[config.mk]
export PLATFORM = sky130hd
export DESIGN_NAME = mfm_decoder
export DESIGN_NICKNAME = d
export VERILOG_FILES = /design/src/rtl/mfm_decoder.sv
export SDC_FILE = /design/constraint.sdc
export NUM_CORES = 1
export LEC_CHECK = 0
export CAP_MARGIN = 15
export CORE_ASPECT_RATIO = 1.1
export CORE_MARGIN = 2
export CORE_UTILIZATION = 50
export DETAILED_ROUTE_END_ITERATION = 6
export GPL_TIMING_DRIVEN = 0
export PLACE_DENSITY_LB_ADDON = 0.25
export RECOVER_POWER = 100
export REMOVE_ABC_BUFFERS = 1
export SLEW_MARGIN = 20
export SYNTH_ARGS = -nofsm -noshare
export SYNTH_HDL_FRONTEND = slang
export SYNTH_SLANG_ARGS = --single-unit
[constraint.sdc]
create_clock -name clk_50 -period 6.9 [get_ports clk_50]
set_input_delay 1.725 -clock clk_50 [delete_from_list [all_inputs] [get_ports clk_50]]
set_output_delay 1.725 -clock clk_50 [all_outputs]
set_load 0.02 [all_outputs]
[src/rtl/mfm_decoder.sv]
// MFM read-channel decoder: resynchronises the raw pulse stream and the recovered
// cell clock, hunts for the A1 sync mark, then emits one decoded byte per 16 cells.
module mfm_decoder #(
  parameter logic [15:0] SYNC_WORD   = 16'h4489,
  parameter int          FRAME_BYTES = 512
) (
  input  logic       clk_50,
  input  logic       reset,
  input  logic       raw_mfm,
  input  logic       clk_5,
  output logic [7:0] data,
  output logic       data_valid,
  output logic       sync_found,
  output logic       mfm_error,
  output logic       in_frame
);
  typedef enum logic {HUNT = 1'b0, DATA = 1'b1} state_t;

  localparam logic [15:0] FRAME_LIMIT = 16'(FRAME_BYTES);

  state_t      state, state_nxt;
  logic        raw_s1, raw_s2, raw_prev;
  logic        clk5_s1, clk5_s2, clk5_prev;
  logic        pulse_latch;
  logic [15:0] cell_reg, cell_nxt;
  logic [3:0]  cell_cnt, cell_cnt_nxt;
  logic [15:0] byte_cnt, byte_cnt_nxt;
  logic        prev_one, prev_one_nxt;
  logic [1:0]  zero_run, zero_run_nxt;
  logic [7:0]  data_nxt;
  logic        dv_nxt, sync_nxt, err_nxt;
  logic        frame_done, done_nxt;
  logic        boundary, raw_rise, sync_hit, code_err, byte_done, last_byte;
  logic        unused_cell_msb;

  // The oldest cell only ages out of the register; every check looks at the shifted value.
  assign unused_cell_msb = cell_reg[15];

  assign boundary  = clk5_s2 & ~clk5_prev;
  assign raw_rise  = raw_s2 & ~raw_prev;
  assign cell_nxt  = {cell_reg[14:0], pulse_latch};
  assign sync_hit  = (cell_nxt == SYNC_WORD);
  // Run-length checks only span cells accepted since the last sync mark.
  assign code_err  = pulse_latch ? prev_one : (zero_run == 2'd3);
  assign byte_done = (cell_cnt == 4'd15);
  assign last_byte = (FRAME_BYTES != 0) && ((byte_cnt + 16'd1) == FRAME_LIMIT);
  assign in_frame  = (state == DATA);

  // data_valid is a one-cycle strobe with no back-pressure; data holds between strobes.
  always_comb begin
    state_nxt    = state;
    cell_cnt_nxt = cell_cnt;
    byte_cnt_nxt = byte_cnt;
    prev_one_nxt = prev_one;
    zero_run_nxt = zero_run;
    data_nxt     = data;
    dv_nxt       = 1'b0;
    sync_nxt     = 1'b0;
    err_nxt      = 1'b0;
    done_nxt     = 1'b0;
    if (frame_done) begin
      state_nxt = HUNT;
    end else if (boundary) begin
      if (sync_hit) begin
        sync_nxt     = 1'b1;
        state_nxt    = DATA;
        cell_cnt_nxt = 4'd0;
        byte_cnt_nxt = 16'd0;
        prev_one_nxt = 1'b0;
        zero_run_nxt = 2'd0;
      end else if (state == DATA) begin
        if (code_err) begin
          err_nxt   = 1'b1;
          state_nxt = HUNT;
        end else begin
          cell_cnt_nxt = cell_cnt + 4'd1;
          prev_one_nxt = pulse_latch;
          zero_run_nxt = pulse_latch ? 2'd0 : zero_run + 2'd1;
          if (byte_done) begin
            dv_nxt       = 1'b1;
            data_nxt     = {cell_nxt[14], cell_nxt[12], cell_nxt[10], cell_nxt[8],
                            cell_nxt[6], cell_nxt[4], cell_nxt[2], cell_nxt[0]};
            byte_cnt_nxt = byte_cnt + 16'd1;
            done_nxt     = last_byte;
          end
        end
      end
    end
  end

  always_ff @(posedge clk_50 or posedge reset) begin
    if (reset) begin
      raw_s1      <= 1'b0;
      raw_s2      <= 1'b0;
      raw_prev    <= 1'b0;
      clk5_s1     <= 1'b0;
      clk5_s2     <= 1'b0;
      clk5_prev   <= 1'b0;
      pulse_latch <= 1'b0;
      cell_reg    <= 16'd0;
    end else begin
      raw_s1    <= raw_mfm;
      raw_s2    <= raw_s1;
      raw_prev  <= raw_s2;
      clk5_s1   <= clk_5;
      clk5_s2   <= clk5_s1;
      clk5_prev <= clk5_s2;
      // A pulse seen in the boundary cycle itself belongs to the next cell.
      if (boundary) begin
        cell_reg    <= cell_nxt;
        pulse_latch <= raw_rise;
      end else if (raw_rise) begin
        pulse_latch <= 1'b1;
      end
    end
  end

  always_ff @(posedge clk_50 or posedge reset) begin
    if (reset) begin
      state      <= HUNT;
      cell_cnt   <= 4'd0;
      byte_cnt   <= 16'd0;
      prev_one   <= 1'b0;
      zero_run   <= 2'd0;
      data       <= 8'h00;
      data_valid <= 1'b0;
      sync_found <= 1'b0;
      mfm_error  <= 1'b0;
      frame_done <= 1'b0;
    end else begin
      state      <= state_nxt;
      cell_cnt   <= cell_cnt_nxt;
      byte_cnt   <= byte_cnt_nxt;
      prev_one   <= prev_one_nxt;
      zero_run   <= zero_run_nxt;
      data       <= data_nxt;
      data_valid <= dv_nxt;
      sync_found <= sync_nxt;
      mfm_error  <= err_nxt;
      frame_done <= done_nxt;
    end
  end
endmodule

==> flow_summary.toml, run 1 <==
[run_status]
run_status = "finished with violations"
violations = "max-capacitance violations, max-slew violations"

[global_routing]
antenna_found_initial = 0
first_global_vias = 1761
grt_overflow = 0
grt_usage_pct = 19.1
grt_max_degree = 59
grt_pass1_wl_microns = 8110

[placed_design]
place_ws_ns = 3.77
place_hpwl_microns = 2980
gp_congestion = 0.811
io_buffers = 15

[drt]
dr.pass1.iters = 4
drt_wl_total_microns = 4690
vias = 1795
first_iter_violations = 114
viasPerCell = 5.54
drtAntennaViolNets = 0
drc = 0
wl_per_cell_microns = 14.5

[clock_network]
h-tree-depth = 3
insertion_delay_ns = 0.34
ctsHoldBuffers = 0
cts_max_path_buffers = 2
cts_setup_buffers = 0
root_buffer = "clkbuf_8"
numCtsBuffers = 9
cts_tree = "done"
clkSlewWorstSetupHoldPaths_ns = 0.07
cts_sinks = 58
cts_resized = 0

[pwr]
power_leakage_uw = 0.00134
p_total_uw = 796
p_per_area_nw_per_um2 = 271
ir_drop_mv = 0.184

[hold_path]
hp-class = "reg2reg"

[cells_and_area]
area_growth_pct = 14.9
final_nets = 269
antenna_cells = 0
largest_register_ffs = 16
final_util_pct = 59.2
final_layout_size_suffix_gt1_share_pct = 12.8

[sta]
max_freq_mhz = 248
rsz0062_at_grt = "false"
post-route-period-util_pct = 58.5
fin_crit_ns = 4.04
tns_ns = 0
setup_violations = 0
finalHoldViolations = 0
worstMarginPinSlew_ns = 2.45
finClkSkew_ns = 0.00925
maxSlewHeadroom_pct = -64.3
setup_slack_ns = 2.86
slew_violations = 59
holdWs_ns = 0.352

[die]
core_sq_um = 4970
fp.dieW_microns = 72.2
initial_core_util_pct = 51.5
rows = 27
pin_count = 16
die_h_microns = 79.0
die_area_sq_um = 5710

[yosys]
synth_area_leaders = "dfrtp_1 57%, nand2_1 7.2%, mux2_2 6.2%"
syn_inst = 244
synth-async-reset-ratio_pct = 100
ys_seq_elements = 58
yosys.area.top_type_share_pct = 56.7
synth.distinct_cells = 41
synth_edf_count = 0
avgSynthCellArea_sq_um = 10.5
synthFlopType = "dfrtp_1"
yosysWarnings = 0
seq_area_frac_synth_pct = 56.7
syn_area_sq_um = 2560
synth_largest_area_cell = "dfrtp_1"

[setup_path]
worstPathArrival_ns = 4.27
worstPathRequired_ns = 7.14
endpoint_kind = "flop"
start_kind = "flop"
criticalPathCategory = "reg2reg"
cp_max_fo = 19

[flow_run]
maxCapViolCount = 1
-- cell type report --
type,count,area [sq um]
inverters,9,35.0
clock inverters,2,35.0
multi-input cells,169,1030
flip-flops and latches,58,1450
clock buffers,13,169
fillers,409,2020
well taps,58,72.6
repair buffers,15,150
-- cells in the mapped netlist (4+ instances only) --
library cell and n:
a21oi_1 6, dfrtp_1 58, inv_1 8, mux2_2 14, nand2_1 49, nand2b_1 4, nand3_1 6, nand4_1 4
nor2_1 10, nor3_1 10, nor4_1 5, o21ai_0 22, xnor2_1 5
-- per-layer routing --
metal  global-route usage (%)  part of all wire (%)  vias up
met3                     4.57                   2.5       14
met1                     23.7                    48      869
met2                     29.4                    47       23
li1                         -                     -      889
met4                     12.5                   2.9        0
met5                        0                     0        -
-- placed cells by master, fill, tap and decap left out, types with 8 or more instances in the layout --
cell / netlist / routed
clkbuf_8: 0 / 12
dfrtp_1: 58 / 58
dlygate4sd3_1: 0 / 15
inv_1: 8 / 8
mux2_2: 14 / 14
nand2_1: 49 / 49
nor2_1: 10 / 10
nor3_1: 10 / 10
o21ai_0: 22 / 23
-- worst max-delay path, cell delays in order, from the launching register on --
cell	delay [ns]
dfrtp_1	0.39
or4b_1	0.59
nor4_1	0.85
or2_0	0.95
inv_1	0.63
a21o_1	0.30
a22o_1	0.21
-- logic make-up after synthesis --
group                      share of synthesized area [%]
DFF                                                 56.7
AOI/OAI and AO/OA                                   9.14
adders and majority gates                           1.47
xor gates and xnor gates                            2.74
and+or+nand+nor                                     19.9
buffers and inverters                               3.27
muxes                                               6.74
-- power by group --
group | switching [uW] | internal [uW]
Clock | 129 | 194
Combinational | 24.2 | 37.0
Sequential | 31.4 | 381
-- metrics by stage --
step | instance area (sq um) | instances
5_1_grt | 2940 | 324
2_1_floorplan | 2510 | 236
6_report | 2940 | 324
3_5_place_dp | 2740 | 309
3_3_place_gp | 2730 | 309
4_1_cts | 2950 | 324
-- path summary, 6_finish.rpt --
path	startpoint	end	slack [ns]	depth (start not counted)
setup / recovery	cell_reg[4]	byte_cnt[4]	2.86	6
setup reg to reg	cell_reg[4]	byte_cnt[4]	2.86	6
min in group asynchronous	reset	byte_cnt[0]	2.51	2
max in group asynchronous	reset	cell_reg[10]	3.29	2
hold / removal	clk5_s1	clk5_s2	0.35	0
hold reg to reg	clk5_s1	clk5_s2	0.35	0
Note: power is estimated with default switching activity, not from simulation.
==> run 2: changes to the inputs <==
==> constraint.sdc (replaced) <==
create_clock -name clk_50 -period 3.6 [get_ports clk_50]
set_input_delay 0.9 -clock clk_50 [delete_from_list [all_inputs] [get_ports clk_50]]
set_output_delay 0.9 -clock clk_50 [all_outputs]
set_load 0.02 [all_outputs]
==> run 2 against run 1 <==
Net effect:
- the flow still finishes with violations (max-capacitance violations, max-slew violations)
- clock power grew 92%
- cell area is essentially flat
- sequential share of layout area is essentially flat
- worst setup slack lost 2.4 ns
- worst hold slack is essentially flat
- clock skew is essentially flat
- global-route usage is the same
- critical endpoint unchanged
- highest routed layer unchanged
==> flow_summary.toml, run 2 (same netlist as run 1, synthesis figures left out) <==
[setup_path]
worstPathRequired_ns = 3.84
crit_path_cell_trace = "or4b_1 > nor4_2 > or2_1 > inv_2 > a21o_1 > a22o_1"
slowest_stage = "or2_1"
critPathTopFamily = "simple AND/OR/NAND/NOR gates"
cp_max_fo = 19
slowest_delay_ns = 0.64
endpoint_kind = "flop"
criticalPathCategory = "reg2reg"
r2r-start = "cell_reg[1]"
start_kind = "flop"
timing.critical_path.from = "cell_reg[1]"
crit_buf_inv = 1
worstPathArrival_ns = 3.33

[sta]
rsz0062_at_grt = "false"
worstMarginPinSlew_ns = 2.13
fin_crit_ns = 3.10
finalHoldViolations = 0
setup_violations = 0
finClkSkew_ns = 0.00921
maxSlewHeadroom_pct = -41.9
post-route-period-util_pct = 86.0
tns_ns = 0
max_freq_mhz = 323
slew_violations = 59

[clock_network]
numCtsBuffers = 9
cts_resized = 0
h-tree-depth = 3
ctsHoldBuffers = 0
clkSlewWorstSetupHoldPaths_ns = 0.07
cts_tree = "done"
root_buffer = "clkbuf_8"
insertion_delay_ns = 0.34
cts_sinks = 58
cts_max_path_buffers = 2
cts_setup_buffers = 0

[cells_and_area]
final_nets = 269
area_growth_pct = 14.9
final_common_cell = "dfrtp_1"
antenna_cells = 0
final_util_pct = 59.2
final_cell_mix = "58 x dfrtp_1, 49 x nand2_1, 23 x o21ai_0"
final_layout_size_suffix_gt1_share_pct = 12.8
largest_register_ffs = 16

[global_routing]
first_global_vias = 1761
grt_usage_pct = 19.1
grt_max_degree = 59
grt_pass1_wl_microns = 8110
antenna_found_initial = 0
grt_overflow = 0

[placed_design]
place_hpwl_microns = 2980
io_buffers = 15
gp_congestion = 0.811

[run_status]
violations = "max-capacitance violations, max-slew violations"
run_status = "finished with violations"

[drt]
first_iter_violations = 119
wl_per_cell_microns = 14.5
drc = 0
drtAntennaViolNets = 0
drt_wl_total_microns = 4690
viasPerCell = 5.58
vias = 1808
dr.pass1.iters = 4

[die]
core_sq_um = 4970
die_h_microns = 79.0
fp.dieW_microns = 72.2
die_area_sq_um = 5710
initial_core_util_pct = 51.5
pin_count = 16
rows = 27

[pwr]
ir_drop_mv = 0.352
p_per_area_nw_per_um2 = 520
power_leakage_uw = 0.00135
p_total_uw = 1530

[hold_path]
hp-class = "reg2reg"
hold_start = "clk5_s1"

[flow_run]
maxCapViolCount = 1
[run 2: cell count changes in the layout (fill, tap and decap cells not counted), sizes merged]
cell	previous run	this run
clkinvlp	1	0
clkdlybuf4s50	0	1
inv	8	9
dlygate4sd3	15	14
[run 2: per-stage QoR]
stage	setup slack (ns)	cell area [sq um]	instances	hold slack, ns
after detailed placement	0.465	2740	309	0.339
after CTS	0.455	2950	324	0.357
after global routing	0.223	2940	324	0.365
final	0.504	2940	324	0.352
after floorplan	1.10	2510	236	0.331
after global placement	0.252	2730	309	0.335
[run 2: cell type report]
cell class | instances | area, sq um
Fill cell | 410 | 2030
Sequential cell | 58 | 1450
Multi-Input combinational cell | 169 | 1030
Clock buffer | 13 | 169
Timing Repair Buffer | 15 | 150
Tap cell | 58 | 72.6
Clock inverter | 2 | 35.0
Inverter | 9 | 33.8
[run 2: worst paths after layout]
check | to | slack [ns] | depth (start not counted)
setup / recovery | byte_cnt[4] | 0.50 | 6
min in group asynchronous | byte_cnt[8] | 1.57 | 2
hold reg to reg | clk5_s2 | 0.35 | 0
max in group asynchronous | cell_reg[0] | 0.79 | 2
setup reg to reg | byte_cnt[4] | 0.50 | 6
hold / removal | clk5_s2 | 0.35 | 0
[run 2: power breakdown]
group          internal, uW  switching (uW)  total [uW]  leakage, uW
registers               730            60.1         790     0.000768
clock network           371             248         619     0.000106
logic                  71.2            48.1         119     0.000472
[run 2: worst reg2reg max path: cells and delay by family (launching register included)]
kind / cells / cell delay (ns)
DFF: 1 / 0.41
AOI/OAI and AO/OA: 2 / 0.45
and+or+nand+nor: 3 / 1.81
buffers and inverters: 1 / 0.33
[run 2: routing by layer]
layer / track usage [%] / up-vias / part of all wire, %
li1: - / 889 / -
met1: 23.7 / 878 / 47
met2: 29.4 / 27 / 47
met3: 4.57 / 14 / 2.9
met4: 12.5 / 0 / 3.0
met5: 0 / - / 0
==> run 3: changes to the inputs <==
--- a/config.mk
+++ b/config.mk
@@ -5,6 +5,7 @@
 export SDC_FILE = /design/constraint.sdc
 export NUM_CORES = 1
 export LEC_CHECK = 0
+export ABC_AREA = 1
 export CAP_MARGIN = 15
 export CORE_ASPECT_RATIO = 1.1
 export CORE_MARGIN = 2
==> run 3 against run 2 <==
Net effect:
- the flow now finishes without violations
- power is 1.6% lower
- global-route usage is 0.25 points higher
- core utilization hardly changed
- highest routed layer unchanged
- wire length is 8.7% higher
- cell count is 28% higher
- clock power is 16% higher
- die area is 8.7% higher
- clock-buffer cell count stayed put
- synthesized cell count is 29% higher
==> flow_summary.toml, run 3 <==
[drt]
drtAntennaViolNets = 0
drt_wl_total_microns = 5100
dr.pass1.iters = 4
vias = 2068
viasPerCell = 4.98
first_iter_violations = 118
wl_per_cell_microns = 12.3
drc = 0

[sta]
worstMarginPinSlew_ns = 1.41
setup_violations = 0
tns_ns = 0
finClkSkew_ns = 0.0128
holdWs_ns = 0.355
post-route-period-util_pct = 73.2
slew_violations = 0
maxSlewHeadroom_pct = 5.81
rsz0062_at_grt = "false"
finalHoldViolations = 0
fin_crit_ns = 2.63
max_freq_mhz = 380

[cells_and_area]
area_growth_pct = 14.2
final_cell_mix = "82 x nand2_1, 58 x dfrtp_1, 37 x o21ai_0"
num-fill-cells = 509
stdcell_area_sq_um = 3190
seq_area_sq_um = 1450
final_common_cell = "nand2_1"
finalNonFillerCells = 415
final_layout_size_suffix_gt1_share_pct = 12.6
multi_input_area_sq_um = 1090
antenna_cells = 0
final_nets = 342
largest_register_ffs = 16

[clock_network]
cts_max_path_buffers = 2
numCtsBuffers = 9
ctsHoldBuffers = 0
cts_resized = 0
cts_tree = "done"
clkSlewWorstSetupHoldPaths_ns = 0.06
root_buffer = "clkbuf_8"
cts_setup_buffers = 0
cts_sinks = 58
h-tree-depth = 3
insertion_delay_ns = 0.34

[placed_design]
gp_congestion = 0.876
placed_area_sq_um = 2990
place_hpwl_microns = 3390
io_buffers = 15
dp.cells = 399

[hold_path]
hp-class = "reg2reg"

[yosys]
seq_area_frac_synth_pct = 51.9
synth.distinct_cells = 30
yosysWarnings = 0
synthFlopType = "dfrtp_1"
synth.most_common_cell = "nand2_1"
ys_seq_elements = 58
synth-async-reset-ratio_pct = 100
syn_inst = 315
synth_edf_count = 0
syn_area_sq_um = 2800
yosys.area.top_type_share_pct = 51.9
synth_largest_area_cell = "dfrtp_1"
synth_area_leaders = "dfrtp_1 52%, nand2_1 11%, inv_1 4.7%"
synth.cells.most_frequent = "82 x nand2_1, 58 x dfrtp_1, 35 x inv_1"
avgSynthCellArea_sq_um = 8.87

[die]
initial_core_util_pct = 51.8
pin_count = 16
die_area_sq_um = 6210
rows = 28
fp.dieW_microns = 75.3
die_h_microns = 82.4
core_sq_um = 5400

[global_routing]
grt_pass1_wl_microns = 9030
first_global_vias = 2012
grt_max_degree = 59
antenna_found_initial = 0
grt_overflow = 0
grt_usage_pct = 19.3

[setup_path]
crit_path_cell_trace = "inv_1 > nor2_1 > nand2_2 > nor2_4 > nand2_4 > inv_2 > nand2_1 > o21ai_0"
slowest_delay_ns = 1.04
slowest_stage = "nor2_1"
worstPathArrival_ns = 2.87
worstPathRequired_ns = 3.84
cp_max_fo = 26
start_kind = "flop"
criticalPathCategory = "reg2reg"
endpoint_kind = "flop"

[pwr]
p_per_area_nw_per_um2 = 471
power_leakage_uw = 0.00155
ir_drop_mv = 0.253

[run_status]
run_status = "finished, final reports clean"

[flow_run]
maxCapViolCount = 0
[run 3: cell count changes in the layout (fill, tap and decap cells not counted), moves of 10 or more]
cell     previous run  this run
nand2_1            49        82
mux2_2             14         0
inv_1               8        36
o21ai_0            23        37
nor2_1             10        23
nand3_1             6        16
[run 3: cells by family (layout without fill, tap and decap cells)]
kind of cell | after synthesis | after routing | share of synthesized area [%]
buffers and inverters | 49 | 74 | 7.79
flip-flops | 58 | 58 | 51.9
adder cells (fa/ha/maj) | 3 | 3 | 1.34
AND/OR/NAND/NOR | 151 | 151 | 26.9
XOR/XNOR | 2 | 2 | 0.627
AO/OA/AOI/OAI | 52 | 52 | 11.4
[run 3: worst max-delay path, delay by kind of cell (launching register included)]
kind | cells | cell delay (ns)
AO/OA/AOI/OAI | 1 | 0.09
buffers and inverters | 2 | 0.29
flip-flops | 1 | 0.34
AND/OR/NAND/NOR | 5 | 1.80
[run 3: routing by layer]
metal	vias to the layer above	share of wire, %	track usage, %
li1	1054	-	-
met2	39	47	28.9
met1	964	48	26.1
met3	11	3.5	5.46
met5	-	0	0
met4	0	1.9	8.42
[run 3: final cells by class]
type | count | share of cell area, %
Sequential cell | 58 | 45.5
Clock inverter | 3 | 2.16
Multi-Input combinational cell | 208 | 34.0
Tap cell | 75 | 2.94
Inverter | 43 | 5.13
Timing Repair Buffer | 15 | 4.70
Clock buffer | 13 | 5.60
[run 3: stage by stage]
stage                     setup slack, ns  power, uW  utilization [%]
after floorplan                      1.27        776                -
after global placement              0.224        797             55.3
after detailed placement             1.68        800             55.3
after CTS                            1.34       1520             59.9
after global routing                0.656       1570             59.2
final                               0.966       1500             59.2
[run 3: worst paths after layout]
path	startpoint	to	slack, ns	depth (start not counted)
max	clk5_s2	byte_cnt[3]	0.97	8
min	clk5_s1	clk5_s2	0.36	0
max reg2reg	clk5_s2	byte_cnt[3]	0.97	8
min reg2reg	clk5_s1	clk5_s2	0.36	0
max in group asynchronous	reset	byte_cnt[2]	1.97	2
min in group asynchronous	reset	clk5_s1	1.15	2
[run 3: report_power, final]
part           internal, uW  switching (uW)
combinational          22.7            50.9
clock                   467             252
sequential              689            22.6
total                  1180             326
==> variant 1, RTL diff (flow settings as in run 2) <==
Add an input register stage for `raw_mfm`, with the module's reset; this delays it by one clock.
--- a/src/rtl/mfm_decoder.sv
+++ b/src/rtl/mfm_decoder.sv
@@ -18,4 +18,14 @@
 
   localparam logic [15:0] FRAME_LIMIT = 16'(FRAME_BYTES);
+
+  logic raw_mfm_q;
+
+  always_ff @(posedge clk_50 or posedge reset) begin
+    if (reset) begin
+      raw_mfm_q <= '0;
+    end else begin
+      raw_mfm_q <= raw_mfm;
+    end
+  end
 
   state_t      state, state_nxt;
@@ -100,5 +110,5 @@
       cell_reg    <= 16'd0;
     end else begin
-      raw_s1    <= raw_mfm;
+      raw_s1    <= raw_mfm_q;
       raw_s2    <= raw_s1;
       raw_prev  <= raw_s2;
Behaviour: no difference found for any inputs over 10 cycles, from zero or initial values and one cycle with reset high; that may be too few to reach the edited logic, so the function may still have changed.
==> variant 1 against run 2 <==
Core utilization shrank 1.9 points. Critical path depth is the same. Largest power group unchanged. Sequential cell count grew 1. Count of clock-buffer cells in the layout shrank 2. Wire length grew 4.6%. Total power shrank 2.9%. Setup slack gained 0.023 ns. Clock power shrank 7.6%. Combinational power shrank 10%. Area after synthesis grew 6.5%. Design area grew 3.8%. Cell count grew 7.1%.
==> variant 1: results (changes against run 2) <==
[status]
status = complete, no violations

[synth]
synth_cell_type_count = 44  ; +7.3%
synthCells = 258  ; +5.7%
ys_seq_area_share_pct = 54.2  ; -2.5 points
synth_area_leaders = dfrtp_1 54%, mux2_2 6.2%, nand2_1 5.6%
synth_top_cells_by_count = 59 x dfrtp_1, 41 x nand2_1, 21 x o21ai_0

[cts]
path_clk_slew_ns = 0.06
post_cts_buffers = 0  ; unchanged
cts_root_buf = clkbuf_8

[global_routing]
track_usage_pct = 18.4  ; -0.63 points
grt_pass1_wl_um = 8270  ; +1.9%
grt_max_degree = 60  ; +1.7%
grt_pass1_vias = 1769  ; +0.45%

[place]
place_inst = 333  ; +7.8%
place_congestion = 0.761  ; -6.3%
post_dp_cell_area_mm2 = 0.00287  ; +4.8%
dp_hpwl_um = 3160  ; +6.0%

[sta]
finClkSkew_ns = 0.00468  ; -0.00453 ns
max_slew.worst_pin.slew_ns = 0.807  ; -1.32 ns

[flow_run]
drv_cap = 0  ; -1

[min_path]
min_delay_path_depth = 0  ; unchanged

[route]
vias = 1909  ; +5.6%
wire_per_inst_um = 14.2  ; -2.3%
drt_iter0_markers = 127  ; +6.7%
ant_nets = 0  ; unchanged
via_per_inst = 5.50  ; -1.4%

[critical_path]
worstPathMaxFanout = 19  ; unchanged
arrival_ns = 3.30  ; -0.03 ns

[power_and_ir_drop]
p_int_mw = 1.14  ; -2.7%
power.leakage_nw = 1.41  ; +5.1%
vdd_drop_max_mv = 0.413  ; +17%

[final_layout]
drive_above_1_share_pct = 12.1  ; -0.65 points
nFillCells = 464  ; +13%
fin_nets = 276  ; +2.6%

[variant 1: routing by layer]
metal	routed length (um)	vias up	global-route usage, %	part of all wire, %
met5	0	-	0	0
met4	112	0	10.7	2.3
met2	2380	36	28.7	49
li1	-	934	-	-
met1	2260	927	23.7	46
met3	158	12	4.05	3.2
[variant 1: power by group through the flow]
stage | Sequential [mW] | Combinational [mW] | Clock (mW)
floorplan | 0.795 | 0.0949 | 0
global placement | 0.816 | 0.107 | 0
detailed placement | 0.816 | 0.111 | 0
CTS | 0.804 | 0.111 | 0.583
global route | 0.815 | 0.118 | 0.609
finish | 0.805 | 0.107 | 0.572
[variant 1: logic make-up after synthesis]
group	after synthesis	share of synthesized area (%)
xor+xnor	6	1.93
fa+ha+maj	3	1.38
mux	17	7.39
buf+inv	22	4.55
simple gates	106	20.6
compound gates	45	10.0
flops	59	54.2
[variant 1: metrics by stage]
step / setup WS, ns / hold WS, ns
after floorplan: 1.24 / 0.331
after global placement: 0.209 / 0.332
after detailed placement: 0.764 / 0.338
after CTS: 0.739 / 0.353
after global routing: 0.335 / 0.365
final: 0.528 / 0.351
[variant 1: path summary, 6_finish.rpt]
check / start / to / slack (ns)
min in group asynchronous: reset / zero_run[0] / 1.16
max reg2reg: pulse_latch / byte_cnt[10] / 0.53
min: raw_s1 / raw_s2 / 0.35
min reg2reg: raw_s1 / raw_s2 / 0.35
max: pulse_latch / byte_cnt[10] / 0.53
max in group asynchronous: reset / byte_cnt[12] / 1.98
[variant 1: layout make-up]
type / instances / area, um2 / share of cell area [%]
inverters: 7 / 28.8 / 0.943
well taps: 75 / 93.8 / 3.07
repair buffers: 15 / 150 / 4.92
clock inverters: 3 / 40.0 / 1.31
clock buffers: 11 / 141 / 4.63
flip-flops and latches: 59 / 1480 / 48.4
multi-input cells: 177 / 1120 / 36.8
[variant 1: critical path: stages (launching register included)]
cell	delay (ns)
dfrtp_1	0.56
and4bb_1	0.25
and4_1	0.56
or2_1	0.65
inv_1	0.51
a21o_1	0.27
a21o_1	0.16
==> variant 2, RTL diff (settings of run 2) <==
Without the edit above. The parameter `FRAME_BYTES` goes from 512 to 384.
--- a/src/rtl/mfm_decoder.sv
+++ b/src/rtl/mfm_decoder.sv
@@ -3,5 +3,5 @@
 module mfm_decoder #(
   parameter logic [15:0] SYNC_WORD   = 16'h4489,
-  parameter int          FRAME_BYTES = 512
+  parameter int          FRAME_BYTES = 384
 ) (
   input  logic       clk_50,
Check against the original RTL: no difference found for any inputs over 10 cycles, from zero or initial values and one cycle with reset high; that may be too few to reach the edited logic, so the function may still have changed.
==> variant 2 against run 2 <==
Wire length rose by 3.7%. Area after synthesis rose by 3.7%. Hold slack got worse by 0.0021 ns. Clock skew fell by 0.0017 ns. Sequential cell count did not move. Setup slack got worse by 0.0094 ns. Design area rose by 2.3%. Core utilization rose by 0.17 points. Clock power fell by 4.4%. Total power fell by 1.2%. Critical endpoint is now byte_cnt[14].
==> variant 2: results (changes against run 2) <==
[status]
status = complete, no violations

[place]
dp_hpwl_um = 3070  ; +3.3%
post_dp_cell_area_mm2 = 0.00282  ; +2.8%
dp_slack_ns = 0.621  ; +0.156 ns
place_inst = 314  ; +1.6%
place_congestion = 0.846  ; +4.2%

[final_layout]
largest_register_ffs = 16  ; unchanged
drive_above_1_share_pct = 14.0  ; +1.2 points
nFillCells = 432  ; +5.4%

[route]
m1WireLength_um = 2250  ; +2.0%
vias = 1879  ; +3.9%
wire_per_inst_um = 14.7  ; +1.8%
drt_iter0_markers = 121  ; +1.7%
wl_met3_um = 123  ; -11%
drt-total-wl_um = 4870  ; +3.7%
route.met2.wl_um = 2410  ; +8.7%

[sta]
finClkSkew_ns = 0.00753  ; -0.00168 ns
relSlewSlack_pct = 36.7  ; +79 points

[global_routing]
met1_usage_pct = 24.9  ; +1.2 points
grt_util_met2_pct = 30.9  ; +1.4 points
grtUsageMet3_pct = 3.39  ; -1.2 points
track_usage_pct = 19.4  ; +0.38 points
grt_pass1_wl_um = 8690  ; +7.1%

[cts]
cts_root_buf = clkbuf_8
post_cts_buffers = 0  ; unchanged

[synth]
ys_seq_area_share_pct = 54.7  ; -2.0 points
synthCells = 250  ; +2.5%
synth_top_cells_by_count = 58 x dfrtp_1, 43 x nand2_1, 27 x o21ai_0
synth_cell_type_count = 45  ; +9.8%

[critical_path]
worstPathMaxFanout = 22  ; +3
arrival_ns = 3.36  ; +0.03 ns

[power_and_ir_drop]
power.leakage_nw = 1.38  ; +2.4%
vdd_drop_max_mv = 0.349  ; -0.79%

variant 2: cell count changes in the layout (fill, tap and decap cells not counted), sizes merged, moves of 2 or more:
cell and change:
a211oi +2, a21oi -3, and3 +3, and4 +2
clkbuf -2, clkinv +3, nand2 -6, nand2b +2
nand3 +5, nand4 +3, nor2 -2, o21ai +5
xnor2 -2
variant 2: report_power, final:
part	total (mW)	switching, mW	internal [mW]
logic	0.125	0.0503	0.0746
clock network	0.592	0.256	0.336
registers	0.792	0.0630	0.729
total	1.51	0.370	1.14
variant 2: logic make-up (layout without fill, tap and decap cells):
kind of cell	after synthesis	count (layout)	share of synthesized area [%]
buffers and inverters	17	39	3.54
DFF	58	58	54.7
AOI/OAI and AO/OA	44	44	10.0
xor gates and xnor gates	7	7	2.31
muxes	15	15	6.51
and+or+nand+nor	106	106	21.5
adders and majority gates	3	3	1.41
variant 2: layout make-up:
cell class,count,share of cell area [%]
inverters,8,1.16
multi-input cells,175,36.7
repair buffers,15,4.99
clock buffers,11,4.70
clock inverters,5,1.79
well taps,58,2.41
flip-flops and latches,58,48.2
variant 2: critical path, stage by stage, from the launching register on:
cell and delay [ns]:
dfrtp_1 0.35, nand2b_1 0.56, or4_1 0.94, or2_1 0.59, inv_4 0.32, a21oi_1 0.09
o21ai_0 0.16
variant 2: worst paths after layout:
path	slack (ns)	startpoint	endpoint
worst max-delay path	0.49	clk5_prev	byte_cnt[14]
worst min register to register	0.35	raw_s1	raw_s2
worst min-delay path	0.35	raw_s1	raw_s2
max in group asynchronous	1.99	reset	byte_cnt[14]
worst max register to register	0.49	clk5_prev	byte_cnt[14]
min in group asynchronous	1.15	reset	data[7]
